`src/rtl/vedacao_pkg.sv`:
```
// vedacao_pkg: channel state encoding and default seal duration for the multi-head sealer
package vedacao_pkg;
    typedef enum logic [2:0] {
        IDLE      = 3'd0,
        ESPERA    = 3'd1,
        VEDANDO   = 3'd2,
        CONCLUIDO = 3'd3,
        ABORTADO  = 3'd4
    } estado_t;
    localparam int TEMPO_VEDACAO_PADRAO = 25000000;
endpackage

```
`src/rtl/vedacao_canal.sv`:
```
// vedacao_canal: one sealing head, Moore FSM plus seal timer
module vedacao_canal
    import vedacao_pkg::*;
#(
    parameter int TEMPO_VEDACAO = TEMPO_VEDACAO_PADRAO
) (
    input  logic clk,
    input  logic reset_n,
    input  logic cmd,
    input  logic grant,
    output logic espera,
    output logic vedacao_ativa,
    output logic tarefa_concluida,
    output logic erro_abortado
);
    localparam int TW = $clog2(TEMPO_VEDACAO + 1);
    estado_t estado, prox;
    logic [TW-1:0] timer;
    logic fim;
    assign fim = timer == TW'(TEMPO_VEDACAO - 1);
    always_ff @(posedge clk) begin
        if (!reset_n) begin
            estado <= IDLE;
            timer  <= '0;
        end else begin
            estado <= prox;
            timer  <= (estado == VEDANDO && prox == VEDANDO) ? timer + 1'b1 : '0;
        end
    end
    // Unused encodings fall to the default arm and recover to IDLE
    always_comb begin
        prox = IDLE;
        case (estado)
            IDLE:      prox = cmd ? ESPERA : IDLE;
            ESPERA:    prox = !cmd ? IDLE : grant ? VEDANDO : ESPERA;
            VEDANDO:   prox = !cmd ? ABORTADO : fim ? CONCLUIDO : VEDANDO;
            CONCLUIDO: prox = cmd ? CONCLUIDO : IDLE;
            ABORTADO:  prox = cmd ? ABORTADO : IDLE;
            default:   prox = IDLE;
        endcase
    end
    assign espera           = estado == ESPERA;
    assign vedacao_ativa    = estado == VEDANDO;
    assign tarefa_concluida = estado == CONCLUIDO;
    assign erro_abortado    = estado == ABORTADO;
endmodule

```
`src/rtl/fsm_vedacao_multi.sv`:
```
// fsm_vedacao_multi: N sealing heads sharing one cork magazine via round-robin grant
module fsm_vedacao_multi
    import vedacao_pkg::*;
#(
    parameter int N_CANAIS        = 2,
    parameter int TEMPO_VEDACAO   = TEMPO_VEDACAO_PADRAO,
    parameter int W_ROLHAS        = 8,
    parameter int ESTOQUE_INICIAL = 100
) (
    input  logic                clk,
    input  logic                reset_n,
    input  logic [N_CANAIS-1:0] cmd_iniciar,
    input  logic                recarregar,
    output logic [N_CANAIS-1:0] vedacao_ativa,
    output logic [N_CANAIS-1:0] tarefa_concluida,
    output logic [N_CANAIS-1:0] erro_abortado,
    output logic [W_ROLHAS-1:0] estoque_rolhas,
    output logic                alarme_rolha
);
    localparam int PW = N_CANAIS > 1 ? $clog2(N_CANAIS) : 1;
    logic [N_CANAIS-1:0] espera, pedido, grant;
    logic [PW-1:0] ptr, sel, idx;
    logic achou, pode;
    // A head dropping its request this cycle must not consume a cork
    assign pedido = espera & cmd_iniciar;
    assign pode   = estoque_rolhas != '0 && !recarregar;
    always_comb begin
        grant = '0;
        sel   = ptr;
        idx   = ptr;
        achou = 1'b0;
        for (int o = 1; o <= N_CANAIS; o++) begin
            idx = PW'((int'(ptr) + o) % N_CANAIS);
            if (pode && !achou && pedido[idx]) begin
                achou      = 1'b1;
                grant[idx] = 1'b1;
                sel        = idx;
            end
        end
    end
    always_ff @(posedge clk) begin
        if (!reset_n) begin
            ptr            <= PW'(N_CANAIS - 1);
            estoque_rolhas <= W_ROLHAS'(ESTOQUE_INICIAL);
        end else begin
            if (recarregar)
                estoque_rolhas <= W_ROLHAS'(ESTOQUE_INICIAL);
            else if (achou)
                estoque_rolhas <= estoque_rolhas - 1'b1;
            if (achou)
                ptr <= sel;
        end
    end
    assign alarme_rolha = estoque_rolhas == '0;
    for (genvar i = 0; i < N_CANAIS; i++) begin : g_canal
        vedacao_canal #(.TEMPO_VEDACAO(TEMPO_VEDACAO)) u_canal (
            .clk              (clk),
            .reset_n          (reset_n),
            .cmd              (cmd_iniciar[i]),
            .grant            (grant[i]),
            .espera           (espera[i]),
            .vedacao_ativa    (vedacao_ativa[i]),
            .tarefa_concluida (tarefa_concluida[i]),
            .erro_abortado    (erro_abortado[i])
        );
    end
endmodule

```
`config.mk`:
```
export PLATFORM = sky130hd
export DESIGN_NAME = fsm_vedacao_multi
export DESIGN_NICKNAME = d
export VERILOG_FILES = /design/src/rtl/vedacao_pkg.sv /design/src/rtl/vedacao_canal.sv /design/src/rtl/fsm_vedacao_multi.sv
export SDC_FILE = /design/constraint.sdc
export NUM_CORES = 1
export LEC_CHECK = 0
export ABC_AREA = 0
export CORE_MARGIN = 1.5
export CORE_UTILIZATION = 35
export DETAILED_ROUTE_END_ITERATION = 8
export HOLD_SLACK_MARGIN = 0.02
export PLACE_DENSITY = 0.62
export SLEW_MARGIN = 20
export SYNTH_ARGS = -nofsm -noshare
export SYNTH_HDL_FRONTEND = slang
export SYNTH_SLANG_ARGS = --single-unit
```
`constraint.sdc`:
```
create_clock -name clk -period 2.1 [get_ports clk]
set_input_delay 0.42 -clock clk [delete_from_list [all_inputs] [get_ports clk]]
set_output_delay 0.42 -clock clk [all_outputs]
set_load 0.05 [all_outputs]
```
==> results of run 1 <==
## flip-flops by register name, summed over array words and instances (netlist names)
signal / count
g_canal.u_canal.timer: 50
estoque_rolhas: 8
g_canal.u_canal.estado: 6
ptr: 1
## layout make-up
class                      instances  share of cell area
multi-input combinational        275               0.483
tap                              129              0.0415
inverter                           8             0.00771
timing repair buffer              33              0.0829
clock buffer                      11              0.0363
clock inverter                     5              0.0141
sequential                        65               0.335
## kinds of logic (layout without fill, tap and decap cells)
logic type               after synthesis  count (layout)  synth area share
AND/OR/NAND/NOR                      171             171             0.323
flip-flops                            65              65             0.387
adder cells (fa/ha/maj)                3               3            0.0112
AO/OA/AOI/OAI                         81              81             0.168
buffers and inverters                 34              57            0.0588
XOR/XNOR                              20              20            0.0521
## per-stage QoR
step	std cells	total power, W	setup slack (ns)	instance area (sq um)
6_report	526	0.00240	0.0534	3890
2_1_floorplan	374	0.00133	0.0436	3370
3_3_place_gp	509	0.00136	0.0349	3670
4_1_cts	526	0.00243	0.00624	3880
3_5_place_dp	509	0.00136	0.0103	3670
5_1_grt	526	0.00250	-0.0184	3890
## repair_timing
action,4_1_cts,5_1_grt
hold endpoints to repair,0,0
gates resized for setup,2,5
setup endpoints to repair,1,4
pin swaps,1,1
buffers inserted,1,0
## per-layer routing
| metal | GRT usage | vias up | wire, um |
|---|---|---|---|
| li1 | - | 1445 | - |
| met1 | 0.188 | 1345 | 3400 |
| met2 | 0.236 | 32 | 3190 |
| met3 | 0.0340 | 11 | 203 |
| met4 | 0.0577 | 0 | 81 |
| met5 | 0 | - | 0 |
## worst paths after layout
path	start	slack, ns	cells past startpoint	to
setup / recovery	estoque_rolhas[1]	0.05	5	alarme_rolha
hold / removal	g_canal[0].u_canal.timer[0]	0.46	1	g_canal[0].u_canal.timer[0]
setup reg to reg	g_canal[1].u_canal.timer[6]	0.23	4	g_canal[1].u_canal.timer[14]
hold reg to reg	g_canal[0].u_canal.timer[0]	0.46	1	g_canal[0].u_canal.timer[0]
## power by group through the flow
| stage | Clock, W | Sequential [W] | Combinational (W) |
|---|---|---|---|
| floorplan | 0 | 0.00128 | 0.0000507 |
| global placement | 0 | 0.00127 | 0.0000838 |
| detailed placement | 0 | 0.00127 | 0.0000839 |
| CTS | 0.00110 | 0.00125 | 0.0000850 |
| global route | 0.00116 | 0.00125 | 0.0000928 |
| finish | 0.00107 | 0.00125 | 0.0000848 |
## cell usage in the layout, fill, tap and decap left out, drive strengths merged, types with 3 or more instances in the layout
cell / n
clkbuf: 11
nand3b: 3
inv: 8
buf: 21
or4: 11
and2: 3
and3: 9
nand2: 25
and4: 8
nand2b: 4
nor4: 4
o21ai: 20
a21oi: 8
dfxtp: 65
or3: 16
a31oi: 3
clkdlybuf4s50: 9
xor2: 15
dlymetal6s2s: 3
nor2: 16
nand4: 15
nor3: 20
a211oi: 26
nand3: 20
o31ai: 12
nor3b: 6
xnor2: 5
ha: 3
==> results.cfg, run 1 <==
[global_route]
maximum_number_of_pins_on_one_net_before_global_route_repair = 26
grt_first_pass_wirelength_um = 12200
antenna_found_initial = 0
grt_overflow = 0
grt_use_total = 0.146
via_count_of_the_first_global_routing_pass = 2715

[synth]
yosys_warns = 0
synth_top_cells_by_area = sky130_fd_sc_hd__dfxtp_1 39%, sky130_fd_sc_hd__a211oi_1 5.1%, sky130_fd_sc_hd__xor2_1 3.9%, sky130_fd_sc_hd__nand3_1 3.0%, sky130_fd_sc_hd__nor3_1 3.0%
synth-seq-cells = 65
ys_top_cells_by_count = 65 x sky130_fd_sc_hd__dfxtp_1, 24 x sky130_fd_sc_hd__nand2_1, 23 x sky130_fd_sc_hd__a211oi_1
total_standard_cell_area_after_synthesis_sq_um = 3360
synth_most_common_cell = sky130_fd_sc_hd__dfxtp_1
synthDominantAreaCellType = sky130_fd_sc_hd__dfxtp_1
synth_top_cell_area_share = 0.387
synthesis.instances = 374
async_flop_share = 0
post_synth_num_cell_types = 56
synth_sequential_area_ratio = 0.387
synth_fp_nets = 382
syn_area_per_cell_sq_um = 8.99
synth_ff_type = sky130_fd_sc_hd__dfxtp_1
synth-edff-count = 0

[clocking]
cts_htree_levels = 3
clkTransAtPathRegs_ns = 0.08
tritoncts.num_buffers = 9
cts_root_cell = sky130_fd_sc_hd__clkbuf_8
holdBufCountCts = 0
clock_path_buffers = 2
clk_latency_ns = 0.34
clock_sinks = 65
tritoncts = built

[route]
routedWlPerCell_um = 13.1
drc = 0
vias_per_cell = 5.39
drt_pass1_iterations = 4
vias = 2833
postRouteAntennaNets = 0
routed_wirelength_um = 6880
drt-initial-drc-count = 118

[setup_path]
critPathMaxStageDelay_ns = 0.40
critPathKind = reg -> out
crit_path_max_fanout = 4
path_buf_inv = 2
cell_by_cell_trace_of_the_critical_path = inv_1 -> ha_2 -> or3b_4 -> nor2_4 -> buf_12
crit_path_top_delay_cell = sky130_fd_sc_hd__or3b_4
type_of_destination_of_the_critical_path = primary output
worst_setup_path_start_kind = flop
critPathTopFamily = simple AND/OR/NAND/NOR gates
critPathArrivalTime_ns = 1.63
worst-endpoint-required_ns = 1.68

[sta]
final.setup_skew_ns = 0.0112
slew_violations = 0
worst_margin_pin_slew_ns = 0.587
rsz0062_at_grt = yes
final.hold.worst_slack_ns = 0.463
report.final.hold_viol_count = 0
finalWorstPathRequiredPeriod_ns = 2.05
relSlewSlack = 0.606
peak_freq_ghz = 0.489
report.final.setup_viol = 0
timing.setup.tns_ns = 0
final_min_period_over_clock_period = 0.975

[power]
net-switching-power_w = 0.000551
seqPwrFrac = 0.519
internal_power_w = 0.00185
clk_pwr_share = 0.446
maximum_vdd_drop_v = 0.000289
cell_leakage_power_nw = 1.27
power.density_nw_per_um2 = 617
part_of_the_total_power_dissipated_in_combinational_logic = 0.035
power.share.switching = 0.229

[final_layout]
num-nets-final = 400
fin_util = 0.419
flip_flop_and_latch_area_sq_um = 1300
drive_above_1_share = 0.161
antenna_cells_inserted = 0
combined_area_of_the_multi_input_logic_cells_sq_um = 1880
fillerInstances = 916
layout-area-overhead-vs-synth_pct = 15.9

[floorplan]
floorplan.initialDensity = 0.362
die_w_um = 101
dieHeight_um = 101
placement_rows = 35
die_area_sq_um = 10200
floorplan.io_pins = 20
fp.coreArea_sq_um = 9280

[outcome]
status = complete, no violations

[placement]
place_hpwl_um = 4670
global_placement_routability_congestion = 0.773
buffer_ports.inserted = 19

[run]
drv_cap = 0

[hold_path]
min_path_type = reg -> reg
No activity file was read; power rests on OpenSTA's default activity.
==> run 2: changes to the inputs <==
--- a/config.mk
+++ b/config.mk
@@ -10,6 +10,7 @@
 export CORE_UTILIZATION = 35
 export DETAILED_ROUTE_END_ITERATION = 8
 export HOLD_SLACK_MARGIN = 0.02
+export MAX_ROUTING_LAYER = met4
 export PLACE_DENSITY = 0.62
 export SLEW_MARGIN = 20
 export SYNTH_ARGS = -nofsm -noshare
==> run 2 against run 1 <==
Effect of this change: first-iteration DRC count grew 7.6%; global-route usage grew 0.37 points; non-clock buffer count is the same; critical path depth is the same; flip-flop and latch count is the same; largest power group unchanged; highest routed layer unchanged; total power is essentially flat; count of clock-buffer cells in the layout is the same; register-to-register slack is essentially flat.
==> results.cfg, run 2 (same netlist as run 1, synthesis figures left out) <==
[outcome]
status = complete, no violations

[setup_path]
critPathMaxStageDelay_ns = 0.40
rr_worst_depth = 4
crit_path_top_delay_cell = sky130_fd_sc_hd__or3b_4
r2r_setup_slack_ns = 0.23
crit_path_max_fanout = 4
worst_setup_path_start_kind = flop
worst-endpoint-required_ns = 1.68
type_of_destination_of_the_critical_path = primary output
critPathArrivalTime_ns = 1.62
critPathKind = reg -> out
cell_by_cell_trace_of_the_critical_path = inv_1 -> ha_2 -> or3b_4 -> nor2_4 -> buf_12

[sta]
rsz0062_at_grt = yes
worst_margin_pin_slew_ns = 0.589
peak_freq_ghz = 0.489
final.setup_skew_ns = 0.0105
relSlewSlack = 0.604
slew_violations = 0
report.final.setup_viol = 0
finalWorstPathRequiredPeriod_ns = 2.04
post-route-worst-setup-slack_ns = 0.0559
report.final.hold_viol_count = 0
final_min_period_over_clock_period = 0.973

[final_layout]
flip_flop_count_of_the_largest_register_after_layout = 50
num-nets-final = 400
antenna_cells_inserted = 0
layout_top_registers = g_canal.u_canal.timer: 50 flops, estoque_rolhas: 8 flops, g_canal.u_canal.estado: 6 flops
drive_above_1_share = 0.161
layout-area-overhead-vs-synth_pct = 15.9
most_frequent_cells_in_the_layout = 63 x sky130_fd_sc_hd__dfxtp_1, 24 x sky130_fd_sc_hd__nand2_1, 23 x sky130_fd_sc_hd__a211oi_1
postLayoutCellArea_sq_um = 3890
regMostFlops = g_canal.u_canal.timer
fin_util = 0.419
final_common_cell = sky130_fd_sc_hd__dfxtp_1
finalNonFillerCells = 526

[floorplan]
dieHeight_um = 101
floorplan.initialDensity = 0.362
die_w_um = 101
fp.coreArea_sq_um = 9280
placement_rows = 35
floorplan.io_pins = 20
die_area_sq_um = 10200

[clocking]
clk_latency_ns = 0.34
clock_path_buffers = 2
cts_root_cell = sky130_fd_sc_hd__clkbuf_8
tritoncts = built
clkTransAtPathRegs_ns = 0.08
holdBufCountCts = 0
cts_htree_levels = 3
tritoncts.num_buffers = 9
clock_sinks = 65

[placement]
global_placement_routability_congestion = 0.783
placed_cells = 509
place_hpwl_um = 4670
buffer_ports.inserted = 19
placed_cell_area_sq_um = 3670
pre_cts_ws_ns = 0.0103

[hold_path]
min_path_type = reg -> reg
holdPathStages = 1

[global_route]
grt_first_pass_wirelength_um = 12200
antenna_found_initial = 0
via_count_of_the_first_global_routing_pass = 2713
maximum_number_of_pins_on_one_net_before_global_route_repair = 26
grt_use_total = 0.150
grt_overflow = 0

[power]
cell_leakage_power_nw = 1.27
power.density_nw_per_um2 = 618
maximum_vdd_drop_v = 0.000288

[route]
drt_pass1_iterations = 4
routedWlPerCell_um = 13.1
vias = 2837
routed_wirelength_um = 6870
drt-initial-drc-count = 127
postRouteAntennaNets = 0
vias_per_cell = 5.39
drc = 0

[run]
drv_cap = 0
==> run 2: power breakdown <==
group          leakage, nW  switching [W]  internal [W]
clock               0.0953       0.000496      0.000577
sequential           0.525     0.00000802       0.00124
combinational        0.653      0.0000480     0.0000368
total                 1.27       0.000552       0.00185
==> run 2: repair_timing <==
action                                  CTS  global route
buffers inserted                          1             0
cloned                                    0             0
pin swaps                                 1             1
endpoints found under the setup margin    1             4
resized for setup                         2             5
==> run 2: area by class of cell <==
cell class	count	area (sq um)
Clock inverter	5	55.1
Fill cell	916	5390
Timing Repair Buffer	33	323
Tap cell	129	161
Multi-Input combinational cell	275	1880
Clock buffer	11	141
Inverter	8	30.0
Sequential cell	65	1300
==> run 2: worst paths after layout <==
| check | from | end |
|---|---|---|
| max | estoque_rolhas[1] | alarme_rolha |
| min | g_canal[0].u_canal.timer[0] | g_canal[0].u_canal.timer[0] |
| max reg2reg | g_canal[1].u_canal.timer[5] | g_canal[1].u_canal.timer[14] |
| min reg2reg | g_canal[0].u_canal.timer[0] | g_canal[0].u_canal.timer[0] |
==> run 2: worst max-delay path: cells and delay by family (launching register included) <==
family / cells / cell delay (ns)
buf+inv: 2 / 0.22
flops: 1 / 0.34
fa+ha+maj: 1 / 0.18
simple gates: 2 / 0.54
==> run 2: per-layer routing <==
metal / vias to the layer above / GRT usage / part of all wire
li1: 1446 / - / -
met1: 1346 / 0.187 / 0.50
met2: 34 / 0.237 / 0.46
met3: 11 / 0.0319 / 0.029
met4: 0 / 0.0577 / 0.014
met5: - / - / 0
==> run 2: stage by stage <==
step	hold WS, ns	TNS, ns	total power (W)
2_1_floorplan	0.423	0	0.00133
3_3_place_gp	0.436	0	0.00136
3_5_place_dp	0.447	0	0.00136
4_1_cts	0.457	0	0.00243
5_1_grt	0.477	-0.0158	0.00249
6_report	0.463	0	0.00240
==> run 3: changes to the inputs <==
--- a/config.mk
+++ b/config.mk
@@ -12,7 +12,9 @@
 export HOLD_SLACK_MARGIN = 0.02
 export MAX_ROUTING_LAYER = met4
 export PLACE_DENSITY = 0.62
+export REMOVE_ABC_BUFFERS = 1
 export SLEW_MARGIN = 20
 export SYNTH_ARGS = -nofsm -noshare
 export SYNTH_HDL_FRONTEND = slang
 export SYNTH_SLANG_ARGS = --single-unit
+export TNS_END_PERCENT = 100
==> run 3 against run 2 <==
Effect of this change: count of clock-buffer cells in the layout shrank 1; die area is the same; global-route usage grew 0.36 points; worst hold slack lost 0.0050 ns; combinational power grew 2.6%; routed wire length grew 1.0%; utilization grew 0.054 points; total power grew 1.1%; setup slack gained 0.0088 ns.
==> results.cfg, run 3 (same netlist as run 1, synthesis figures left out) <==
[clocking]
clock_path_buffers = 2
clk_latency_ns = 0.35
cts_root_cell = sky130_fd_sc_hd__clkbuf_8
clock_sinks = 65
tritoncts.num_buffers = 9
clkTransAtPathRegs_ns = 0.08
tritoncts = built
cts_htree_levels = 3

[final_layout]
finalNonFillerCells = 528
layout-area-overhead-vs-synth_pct = 16.0
flip_flop_count_of_the_largest_register_after_layout = 50
most_frequent_cells_in_the_layout = 63 x sky130_fd_sc_hd__dfxtp_1, 24 x sky130_fd_sc_hd__nand2_1, 23 x sky130_fd_sc_hd__a211oi_1
layout_top_registers = g_canal.u_canal.timer: 50 flops, estoque_rolhas: 8 flops, g_canal.u_canal.estado: 6 flops
final_common_cell = sky130_fd_sc_hd__dfxtp_1
drive_above_1_share = 0.168
regMostFlops = g_canal.u_canal.timer
fin_util = 0.420
antenna_cells_inserted = 0
num-nets-final = 402

[floorplan]
floorplan.initialDensity = 0.362
fp.coreArea_sq_um = 9280
dieHeight_um = 101
floorplan.io_pins = 20
die_area_sq_um = 10200
die_w_um = 101
placement_rows = 35

[placement]
global_placement_routability_congestion = 0.897
pre_cts_ws_ns = 0.0764
placed_cells = 510
place_hpwl_um = 4780
buffer_ports.inserted = 19

[route]
routedWlPerCell_um = 13.1
drt_pass1_iterations = 4
vias = 2817
postRouteAntennaNets = 0
drc = 0
vias_per_cell = 5.34
routed_wirelength_um = 6940
drt-initial-drc-count = 92

[outcome]
status = complete, no violations

[power]
part_of_the_total_power_dissipated_in_combinational_logic = 0.036
power.density_nw_per_um2 = 624
seqPwrFrac = 0.513
finalPower_w = 0.00243
maximum_vdd_drop_v = 0.000243
clk_pwr_share = 0.451
cell_leakage_power_nw = 1.27
net-switching-power_w = 0.000573
internal_power_w = 0.00186
power.share.switching = 0.236

[hold_path]
min_path_type = reg -> reg
hold-path-endpoint = g_canal[0].u_canal.timer[0]
holdPathStages = 1
hold_path_startpoint = g_canal[0].u_canal.timer[0]

[sta]
final.setup_skew_ns = 0.00858
report.final.setup_viol = 0
slew_violations = 0
relSlewSlack = 0.598
post-route-worst-setup-slack_ns = 0.0647
timing.setup.tns_ns = 0
worst_margin_pin_slew_ns = 0.598
final_min_period_over_clock_period = 0.969
peak_freq_ghz = 0.491
report.final.hold_viol_count = 0
finalWorstPathRequiredPeriod_ns = 2.04

[global_route]
grt_use_total = 0.153
via_count_of_the_first_global_routing_pass = 2659
grt_first_pass_wirelength_um = 12100
grt_overflow = 0
antenna_found_initial = 0
maximum_number_of_pins_on_one_net_before_global_route_repair = 26

[setup_path]
critPathMaxStageDelay_ns = 0.40
path_buf_inv = 2
worst_r2r_startpoint = g_canal[0].u_canal.timer[2]
critPathKind = reg -> out
critPathArrivalTime_ns = 1.62
rr_worst_depth = 4
crit_path_max_fanout = 4
critPathTopFamily = simple AND/OR/NAND/NOR gates
type_of_destination_of_the_critical_path = primary output
cell_by_cell_trace_of_the_critical_path = inv_1 -> ha_4 -> or3b_4 -> nor2_4 -> buf_12
r2r_setup_slack_ns = 0.15
crit_path_top_delay_cell = sky130_fd_sc_hd__or3b_4
timing.rr.end = g_canal[0].u_canal.timer[21]
worst-endpoint-required_ns = 1.68
worst_setup_path_start_kind = flop

[run]
drv_cap = 0
[run 3: cell types whose count changed in the layout (fill, tap and decap cells not counted), sizes merged]
cell | previous run | this run
buf | 21 | 23
clkbuf | 11 | 10
clkinv | 2 | 3
dlygate4sd2 | 0 | 1
dlymetal6s2s | 3 | 2
[run 3: routing by layer]
metal / vias up / routed length, um / global-route usage
li1: 1449 / - / -
met1: 1303 / 3480 / 0.189
met2: 53 / 3060 / 0.233
met3: 12 / 265 / 0.0402
met4: 0 / 142 / 0.0737
met5: - / 0 / -
[run 3: stage by stage]
| stage | cell area (sq um) | hold WS (ns) |
|---|---|---|
| 2_1_floorplan | 3190 | 0.423 |
| 3_3_place_gp | 3650 | 0.437 |
| 3_5_place_dp | 3650 | 0.449 |
| 4_1_cts | 3860 | 0.463 |
| 5_1_grt | 3900 | 0.480 |
| 6_report | 3900 | 0.458 |
[run 3: final cells by class]
type | instances | area (sq um)
inverter | 8 | 30.0
clock buffer | 10 | 138
tap | 129 | 161
multi-input combinational | 275 | 1890
fill | 935 | 5390
clock inverter | 6 | 67.6
sequential | 65 | 1300
timing repair buffer | 35 | 309
[run 3: power groups by stage]
stage	clock, W	combinational, W	sequential [W]
final	0.00110	0.0000870	0.00125
after CTS	0.00113	0.0000842	0.00125
after global routing	0.00118	0.0000955	0.00125
after detailed placement	0	0.0000826	0.00128
after global placement	0	0.0000822	0.00128
after floorplan	0	0.0000441	0.00128
[run 3: how the worst max path moves through the flow]
stage,slack [ns],cells past startpoint,endpoint,from
floorplan,-0.33,5,g_canal[1].u_canal.estado[0],g_canal[1].u_canal.timer[0]
global placement,0.07,6,g_canal[1].u_canal.estado[0],cmd_iniciar[1]
detailed placement,0.08,6,g_canal[1].u_canal.estado[0],cmd_iniciar[1]
CTS,0.003,1,estoque_rolhas[4],estoque_rolhas[4]
global route,-0.005,5,alarme_rolha,estoque_rolhas[1]
finish,0.06,5,alarme_rolha,estoque_rolhas[1]
[run 3: repair_timing]
item	CTS	global route
gates resized for setup	4	6
setup endpoints to repair	2	3
hold buffers	0	0
setup buffers	0	2
pin swaps	0	2
endpoints found under the hold margin	0	0
